--- src/rtl/frv_pipeline_mdu_stage.sv ---
// Execute-stage s4 register: single-cycle pass-through, iterative RV32M multiply/divide.
// Latency: 1 edge for pass-through; 33 edges after accept for MDU ops.
// Backpressure: s3_p_busy stalls dispatch while iterating or while s4 is held by s4_p_busy.
module frv_pipeline_mdu_stage #(
   parameter int XLEN = 32
) (
   input  logic            g_clk,
   input  logic            g_reset,
   input  logic            flush,
   input  logic            s3_p_valid,
   output logic            s3_p_busy,
   input  logic [4:0]      s3_rd,
   input  logic [XLEN-1:0] s3_opr_a,
   input  logic [XLEN-1:0] s3_opr_b,
   input  logic [XLEN-1:0] s3_opr_c,
   input  logic [31:0]     s3_pc,
   input  logic [4:0]      s3_uop,
   input  logic [4:0]      s3_fu,
   input  logic            s3_trap,
   input  logic [1:0]      s3_size,
   input  logic [31:0]     s3_instr,
   output logic            s4_p_valid,
   input  logic            s4_p_busy,
   output logic [4:0]      s4_rd,
   output logic [XLEN-1:0] s4_result,
   output logic [XLEN-1:0] s4_opr_b,
   output logic [XLEN-1:0] s4_opr_c,
   output logic [31:0]     s4_pc,
   output logic [4:0]      s4_uop,
   output logic [4:0]      s4_fu,
   output logic            s4_trap,
   output logic [1:0]      s4_size,
   output logic [31:0]     s4_instr
);

   localparam int XL = XLEN - 1;

   typedef enum logic [1:0] {IDLE, MUL, DIV, FIN} state_t;

   state_t state, state_n;
   logic [4:0] counter;

   // Captured MDU sidebands, carried into s4 when the result is ready
   logic [4:0]      cap_rd;
   logic [XLEN-1:0] cap_b;
   logic [XLEN-1:0] cap_c;
   logic [31:0]     cap_pc;
   logic [4:0]      cap_uop;
   logic [4:0]      cap_fu;
   logic            cap_trap;
   logic [1:0]      cap_size;
   logic [31:0]     cap_instr;

   // Magnitude datapath and sign-correction flags
   logic [XLEN-1:0]   mag_b;
   logic [2*XLEN-1:0] acc;
   logic              prod_neg;
   logic              quo_neg;
   logic              rem_neg;

   logic            accept;
   logic            xfer_out;
   logic            is_mdu;
   logic            mdu_start;
   logic [2:0]      in_op;
   logic            sgn_a;
   logic            sgn_b;
   logic            a_neg;
   logic            b_neg;
   logic [XLEN-1:0] in_mag_a;
   logic [XLEN-1:0] in_mag_b;

   logic [XLEN:0]     mul_sum;
   logic [XLEN:0]     div_rs;
   logic              div_ge;
   logic [XLEN-1:0]   div_rem;
   logic [2*XLEN-1:0] acc_n;
   logic [2*XLEN-1:0] prod;
   logic [XLEN-1:0]   quo;
   logic [XLEN-1:0]   rem;
   logic [XLEN-1:0]   mdu_result;

   assign accept    = s3_p_valid && !s3_p_busy && !flush;
   assign xfer_out  = s4_p_valid && !s4_p_busy;
   assign is_mdu    = s3_fu[1] && !s3_trap;
   assign mdu_start = accept && is_mdu;
   assign s3_p_busy = (state != IDLE) || (s4_p_valid && s4_p_busy);

   // Operand signedness: MUL/MULH/DIV/REM signed both; MULHSU signed a only; *U unsigned
   assign in_op    = s3_uop[2:0];
   assign sgn_a    = (in_op != 3'd3) && (in_op != 3'd5) && (in_op != 3'd7);
   assign sgn_b    = (in_op == 3'd0) || (in_op == 3'd1) || (in_op == 3'd4) || (in_op == 3'd6);
   assign a_neg    = sgn_a && s3_opr_a[XL];
   assign b_neg    = sgn_b && s3_opr_b[XL];
   assign in_mag_a = a_neg ? -s3_opr_a : s3_opr_a;
   assign in_mag_b = b_neg ? -s3_opr_b : s3_opr_b;

   // One iteration step: shift-add multiply (multiplier in acc low half) or restoring divide
   always_comb begin
      mul_sum = {1'b0, acc[2*XLEN-1:XLEN]} + (acc[0] ? {1'b0, mag_b} : {(XLEN+1){1'b0}});
      div_rs  = acc[2*XLEN-1:XL];
      div_ge  = div_rs >= {1'b0, mag_b};
      div_rem = div_ge ? XLEN'(div_rs - {1'b0, mag_b}) : div_rs[XL:0];
      acc_n   = acc;
      if (state == MUL) begin
         acc_n = {mul_sum, acc[XL:1]};
      end else if (state == DIV) begin
         acc_n = {div_rem, acc[XL-1:0], div_ge};
      end
   end

   // Final sign correction and result selection
   always_comb begin
      prod = prod_neg ? -acc : acc;
      quo  = acc[XL:0];
      rem  = acc[2*XLEN-1:XLEN];
      case (cap_uop[2:0])
         3'd0:          mdu_result = prod[XL:0];
         3'd1, 3'd2,
         3'd3:          mdu_result = prod[2*XLEN-1:XLEN];
         3'd4, 3'd5:    mdu_result = quo_neg ? -quo : quo;
         default:       mdu_result = rem_neg ? -rem : rem;
      endcase
   end

   // FSM state register
   always_ff @(posedge g_clk or posedge g_reset) begin
      if (g_reset) state <= IDLE;
      else         state <= state_n;
   end

   // FSM next state; flush overrides everything
   always_comb begin
      state_n = state;
      case (state)
         IDLE:     if (mdu_start) state_n = s3_uop[2] ? DIV : MUL;
         MUL, DIV: if (counter == 5'd0) state_n = FIN;
         default:  state_n = IDLE;
      endcase
      if (flush) state_n = IDLE;
   end

   // Iteration counter, operand capture and accumulator
   always_ff @(posedge g_clk or posedge g_reset) begin
      if (g_reset) begin
         counter   <= 5'd0;
         mag_b     <= '0;
         acc       <= '0;
         prod_neg  <= 1'b0;
         quo_neg   <= 1'b0;
         rem_neg   <= 1'b0;
         cap_rd    <= '0;
         cap_b     <= '0;
         cap_c     <= '0;
         cap_pc    <= '0;
         cap_uop   <= '0;
         cap_fu    <= '0;
         cap_trap  <= 1'b0;
         cap_size  <= '0;
         cap_instr <= '0;
      end else if (state == IDLE) begin
         if (mdu_start) begin
            counter   <= 5'(XLEN - 1);
            mag_b     <= in_mag_b;
            acc       <= {{XLEN{1'b0}}, in_mag_a};
            prod_neg  <= a_neg ^ b_neg;
            quo_neg   <= (a_neg ^ b_neg) && (s3_opr_b != '0);
            rem_neg   <= a_neg;
            cap_rd    <= s3_rd;
            cap_b     <= s3_opr_b;
            cap_c     <= s3_opr_c;
            cap_pc    <= s3_pc;
            cap_uop   <= s3_uop;
            cap_fu    <= s3_fu;
            cap_trap  <= s3_trap;
            cap_size  <= s3_size;
            cap_instr <= s3_instr;
         end
      end else if (state == MUL || state == DIV) begin
         acc <= acc_n;
         if (counter != 5'd0) counter <= counter - 5'd1;
      end
   end

   // s4 pipeline register: MDU result at FIN, pass-through on accept, hold under back-pressure
   always_ff @(posedge g_clk or posedge g_reset) begin
      if (g_reset) begin
         s4_p_valid <= 1'b0;
         s4_rd      <= '0;
         s4_result  <= '0;
         s4_opr_b   <= '0;
         s4_opr_c   <= '0;
         s4_pc      <= '0;
         s4_uop     <= '0;
         s4_fu      <= '0;
         s4_trap    <= 1'b0;
         s4_size    <= '0;
         s4_instr   <= '0;
      end else if (flush) begin
         s4_p_valid <= 1'b0;
      end else if (state == FIN) begin
         s4_p_valid <= 1'b1;
         s4_rd      <= cap_rd;
         s4_result  <= mdu_result;
         s4_opr_b   <= cap_b;
         s4_opr_c   <= cap_c;
         s4_pc      <= cap_pc;
         s4_uop     <= cap_uop;
         s4_fu      <= cap_fu;
         s4_trap    <= cap_trap;
         s4_size    <= cap_size;
         s4_instr   <= cap_instr;
      end else if (accept && !is_mdu) begin
         s4_p_valid <= 1'b1;
         s4_rd      <= s3_rd;
         s4_result  <= s3_opr_a;
         s4_opr_b   <= s3_opr_b;
         s4_opr_c   <= s3_opr_c;
         s4_pc      <= s3_pc;
         s4_uop     <= s3_uop;
         s4_fu      <= s3_fu;
         s4_trap    <= s3_trap;
         s4_size    <= s3_size;
         s4_instr   <= s3_instr;
      end else if (xfer_out) begin
         s4_p_valid <= 1'b0;
      end
   end

endmodule

--- config.mk ---
export PLATFORM = sky130hd
export DESIGN_NAME = frv_pipeline_mdu_stage
export DESIGN_NICKNAME = d
export VERILOG_FILES = /design/src/rtl/frv_pipeline_mdu_stage.sv
export SDC_FILE = /design/constraint.sdc
export NUM_CORES = 2
export LEC_CHECK = 0
export ABC_CLOCK_PERIOD_IN_PS = 19200
export CAP_MARGIN = 15
export CORE_MARGIN = 1.5
export CORE_UTILIZATION = 35
export CTS_BUF_LIST = sky130_fd_sc_hd__clkbuf_16
export CTS_CLUSTER_DIAMETER = 50
export DETAILED_ROUTE_END_ITERATION = 10
export GPL_ROUTABILITY_DRIVEN = 1
export PLACE_DENSITY_LB_ADDON = 0.05
export SLEW_MARGIN = 20
export SYNTH_ARGS = -nofsm -noshare
export SYNTH_HDL_FRONTEND = slang
export SYNTH_SLANG_ARGS = --single-unit
--- constraint.sdc ---
create_clock -name g_clk -period 19.2 [get_ports g_clk]
set_clock_uncertainty 0.2 [all_clocks]
set_input_delay 2.88 -clock g_clk [delete_from_list [all_inputs] [get_ports g_clk]]
set_output_delay 2.88 -clock g_clk [all_outputs]
set_load 0.05 [all_outputs]
==> key figures <==
Clock tree
  • Post-cts repair resize count: 0
  • Worst-skew pair later-pin latency: 610 ps
  • Clock tree from TritonCTS: done
  • Setup Fix Bufs, Post-CTS: 0
  • Number of buffers created by CTS: 69
  • Number of sinks driven by the clock tree: 430
  • H-tree depth: 3
  • Hold-fix buffer count after cts: 0
  • Root Driver: sky130_fd_sc_hd__clkbuf_16
  • Maximum count of clock buffers along a single path: 3
  • Clock transition at the registers of the reported paths: 50 ps

Critical path
  • Top cell family by delay on the critical path: buffers and inverters
  • Count of buffer and inverter cells on the critical path: 2
  • Capturing element type of the critical path: output port
  • Highest-delay cell along the critical path: sky130_fd_sc_hd__clkdlybuf4s50_1
  • Crit-path max cell delay: 810 ps
  • Crit path kind: in -> out
  • Crit Reg-Reg Startpoint: acc[0]
  • Maximum net fanout on the critical path: 4
  • Cells traversed along the worst timing path: clkdlybuf4s50_1, nand2_1, nand2_1, clkdlybuf4s50_1
  • Arrival time of data at the critical path endpoint: 4350 ps
  • Crit. Startpoint: s4_p_busy
  • Data required, critical path: 16,120 ps
  • Launching element type of the critical path: primary input

Worst hold path
  • Start point of the worst hold path: cap_instr[23]
  • Kind of path behind the tightest hold check: reg -> reg

Drt
  • Met1 Routed Length: 41,600 um
  • Number of vias per cell after detailed routing: 5.46
  • Routed vias: 24,469
  • WL per Instance: 21.5 um
  • Detailed Route WL: 96,400 um
  • DR iter-0 viols: 1,769
  • Drc violations: 0
  • First drt pass iteration count: 5
  • Antenna-violating nets left: 0
  • Highest signal layer in the routed design: met5
  • Met3 wirelength from detailed routing: 6580 um
  • Met2 wire len: 45,100 um

Power
  • LEAKAGE: 0.0140 uW
  • Maximum VDD drop: 72.4 uV
  • Power per unit of standard cell area: 182 mW/mm2

Timing
  • Final Slew Violations: 0
  • Setup TNS Final: 0 ps
  • Final count of negative-setup-slack endpoints: 0
  • Time the worst path needs with I/O delays and setup: 7430 ps
  • Period Utilization, post-route: 38.7%
  • Final hold vios: 0
  • Max Clk Rate: 135 MHz
  • Unrepaired setup endpoints after global routing: no
  • Max-slew headroom at the worst pin: 23.8%
  • Worst-Margin Slew: 1130 ps

Finish
  • Number of non-filler instances in the completed layout: 4,485
  • Most common library cell in the layout ignoring fill and taps: sky130_fd_sc_hd__nand2_1
  • Number of nets in the finished design: 3,719
  • Commonest cells after routing, fill and taps aside: sky130_fd_sc_hd__nand2_1 (777), sky130_fd_sc_hd__dfrtp_1 (430), sky130_fd_sc_hd__o21ai_0 (369), sky130_fd_sc_hd__clkdlybuf4s50_1 (362), sky130_fd_sc_hd__nor2_1 (217)
  • Utilization after layout: 44.1%
  • Count of fill cells added during filler insertion: 7,453
  • Share of cells above drive strength 1: 4.92%
  • Area added between synthesis and finish: 25.1%

Logic synthesis
  • Synthesized instance count: 3,211
  • Number of unique standard cell types used by synthesis: 78
  • Asr flop ratio synth: 100%
  • Post-synthesis net count: 3,469
  • Mean instance size in the synthesized netlist: 8.17 um2
  • Warnings, synthesis: 0
  • Post-Syn Area: 0.0262 mm2
  • Post-synthesis register bit count: 430
  • Predominant post-synthesis flop cell: sky130_fd_sc_hd__dfrtp_1
  • Sequential cell area fraction in the yosys report: 41.0%
  • Count of flip-flops with a built-in enable after synthesis: 0

Floorplan
  • Initial Util: 35.3%
  • Top-Level Pins: 363
  • Area of the core region: 0.0743 mm2
  • Die X: 277 um
  • Y dimension of the die: 277 um
  • Number of standard-cell rows in the floorplan: 100
  • Die area: 0.0766 mm2

Placed design
  • I/O Buffers: 362
  • Last weighted congestion value of the routability-driven placer: 0.928
  • Placed cell count: 4,359
  • Post-detailed-placement half-perimeter wirelength: 68,700 um

Global route
  • Overflow left after global routing: 0
  • Pin count of the biggest net entering global routing: 178
  • Antenna violations before repair: 14
  • Wire length of the first global-routing pass: 148,000 um
  • Overall global routing resource usage: 24.8%
  • Number of global-route vias before repair: 24,251

Job
  • Maximum Capacitance Violations: 0

Status
  • Result of the run: finished clean
==> Yosys cell counts, types with 8 or more instances <==
master,n,area [um2]
sky130_fd_sc_hd__o21bai_1,12,90.1
sky130_fd_sc_hd__o21a_1,8,60.1
sky130_fd_sc_hd__a21o_1,34,255
sky130_fd_sc_hd__nor2b_1,9,56.3
sky130_fd_sc_hd__ha_1,73,913
sky130_fd_sc_hd__nand3_1,31,155
sky130_fd_sc_hd__nand2_1,777,2920
sky130_fd_sc_hd__a21oi_1,186,931
sky130_fd_sc_hd__a221oi_1,10,87.6
sky130_fd_sc_hd__and2_1,9,56.3
sky130_fd_sc_hd__xor2_1,42,368
sky130_fd_sc_hd__nor3_1,74,370
sky130_fd_sc_hd__a221o_1,9,90.1
sky130_fd_sc_hd__and3_1,12,75.1
sky130_fd_sc_hd__o211ai_1,18,135
sky130_fd_sc_hd__nor4_1,15,93.8
sky130_fd_sc_hd__dfrtp_1,430,10800
sky130_fd_sc_hd__a211oi_1,16,120
sky130_fd_sc_hd__o21ai_0,369,1850
sky130_fd_sc_hd__or3_1,24,150
sky130_fd_sc_hd__mux2i_1,186,1860
sky130_fd_sc_hd__buf_1,14,52.6
sky130_fd_sc_hd__a31oi_1,26,163
sky130_fd_sc_hd__a22oi_1,16,120
sky130_fd_sc_hd__nand4_1,17,106
sky130_fd_sc_hd__xnor2_1,107,937
sky130_fd_sc_hd__clkbuf_1,199,747
sky130_fd_sc_hd__o221ai_1,9,78.8
sky130_fd_sc_hd__or4_1,11,82.6
sky130_fd_sc_hd__o31ai_1,18,135
sky130_fd_sc_hd__nor2_1,218,818
sky130_fd_sc_hd__nand2b_1,17,106
sky130_fd_sc_hd__o22ai_1,8,50.1
sky130_fd_sc_hd__o41ai_1,9,78.8
sky130_fd_sc_hd__or2_2,12,75.1
sky130_fd_sc_hd__inv_1,79,297
==> final timing paths <==
| kind | end | slack [ps] | depth (start not counted) |
|---|---|---|---|
| hold / removal | cap_instr[23] | 270 | 2 |
| setup reg to reg | acc[62] | 14760 | 13 |
| hold reg to reg | cap_instr[23] | 270 | 2 |
| setup / recovery | s3_p_busy | 11770 | 4 |
| min in group asynchronous | cap_pc[26] | 2640 | 2 |
| max in group asynchronous | acc[30] | 13790 | 4 |
==> through the flow <==
| stage | setup WS [ps] | instance area, um2 | hold slack (ps) | power (uW) |
|---|---|---|---|---|
| final | 11770 | 32800 | 270 | 5980 |
| after global routing | 11680 | 32800 | 287 | 6350 |
| after detailed placement | 11750 | 30600 | 262 | 4740 |
| after floorplan | 4150 | 26200 | 234 | 3660 |
| after global placement | 11750 | 30600 | 257 | 4700 |
| after CTS | 11750 | 32800 | 276 | 6000 |
==> flip-flops by register name, indices dropped and copies added, names as in the netlist, 5 cells and up <==
| register | flops |
|---|---|
| s4_instr | 32 |
| cap_uop | 5 |
| s4_uop | 5 |
| cap_c | 32 |
| cap_rd | 5 |
| cap_fu | 5 |
| s4_result | 32 |
| s4_rd | 5 |
| cap_instr | 32 |
| s4_opr_b | 32 |
| cap_b | 32 |
| acc | 64 |
| cap_pc | 32 |
| s4_opr_c | 32 |
| mag_b | 31 |
| s4_fu | 5 |
| counter | 5 |
| s4_pc | 32 |
==> worst register-to-register path, cell delays in order (launching register included) <==
cell                        delay [ps]
sky130_fd_sc_hd__dfrtp_1           520
sky130_fd_sc_hd__inv_1             110
sky130_fd_sc_hd__buf_4             340
sky130_fd_sc_hd__nor2_1            150
sky130_fd_sc_hd__ha_1              360
sky130_fd_sc_hd__a21o_1            230
sky130_fd_sc_hd__a2111oi_0         650
sky130_fd_sc_hd__nor2_1            190
sky130_fd_sc_hd__a31o_2            300
sky130_fd_sc_hd__a21oi_1           310
sky130_fd_sc_hd__a41oi_1           340
sky130_fd_sc_hd__nor3b_1           270
sky130_fd_sc_hd__o21ai_0           110
sky130_fd_sc_hd__a32o_1            250
==> cell families (layout without fill, tap and decap cells) <==
family	after synthesis	in the layout	share of synthesized area [%]
and+or+nand+nor	1257	1257	20.4
buffers and inverters	297	600	4.28
AOI/OAI and AO/OA	815	815	18.5
muxes	188	188	7.19
DFF	430	430	41.0
other	0	2	0
xor gates and xnor gates	149	149	4.98
adders and majority gates	75	75	3.64
==> report_power, final <==
part           internal, uW  switching (uW)
sequential             1270             367
combinational          1070            2050
clock                   743             481
total                  3090            2900
==> layer usage <==
metal,GRT usage [%],vias up
met4,7.61,22
met3,6.40,184
met2,40.7,683
li1,-,11649
met5,0,-
met1,31.9,11931
==> layout make-up <==
cell class / count / area, um2 / area share [%]
clock buffer: 69 / 1730 / 5.26
multi-input combinational: 2484 / 14400 / 43.8
clock inverter: 55 / 513 / 1.56
tap: 969 / 1210 / 3.70
timing repair buffer: 397 / 3900 / 11.9
inverter: 79 / 304 / 0.927
sequential: 430 / 10800 / 32.8
antenna: 2 / 5.00 / 0.0153
(Power assumes the default switching activity.)
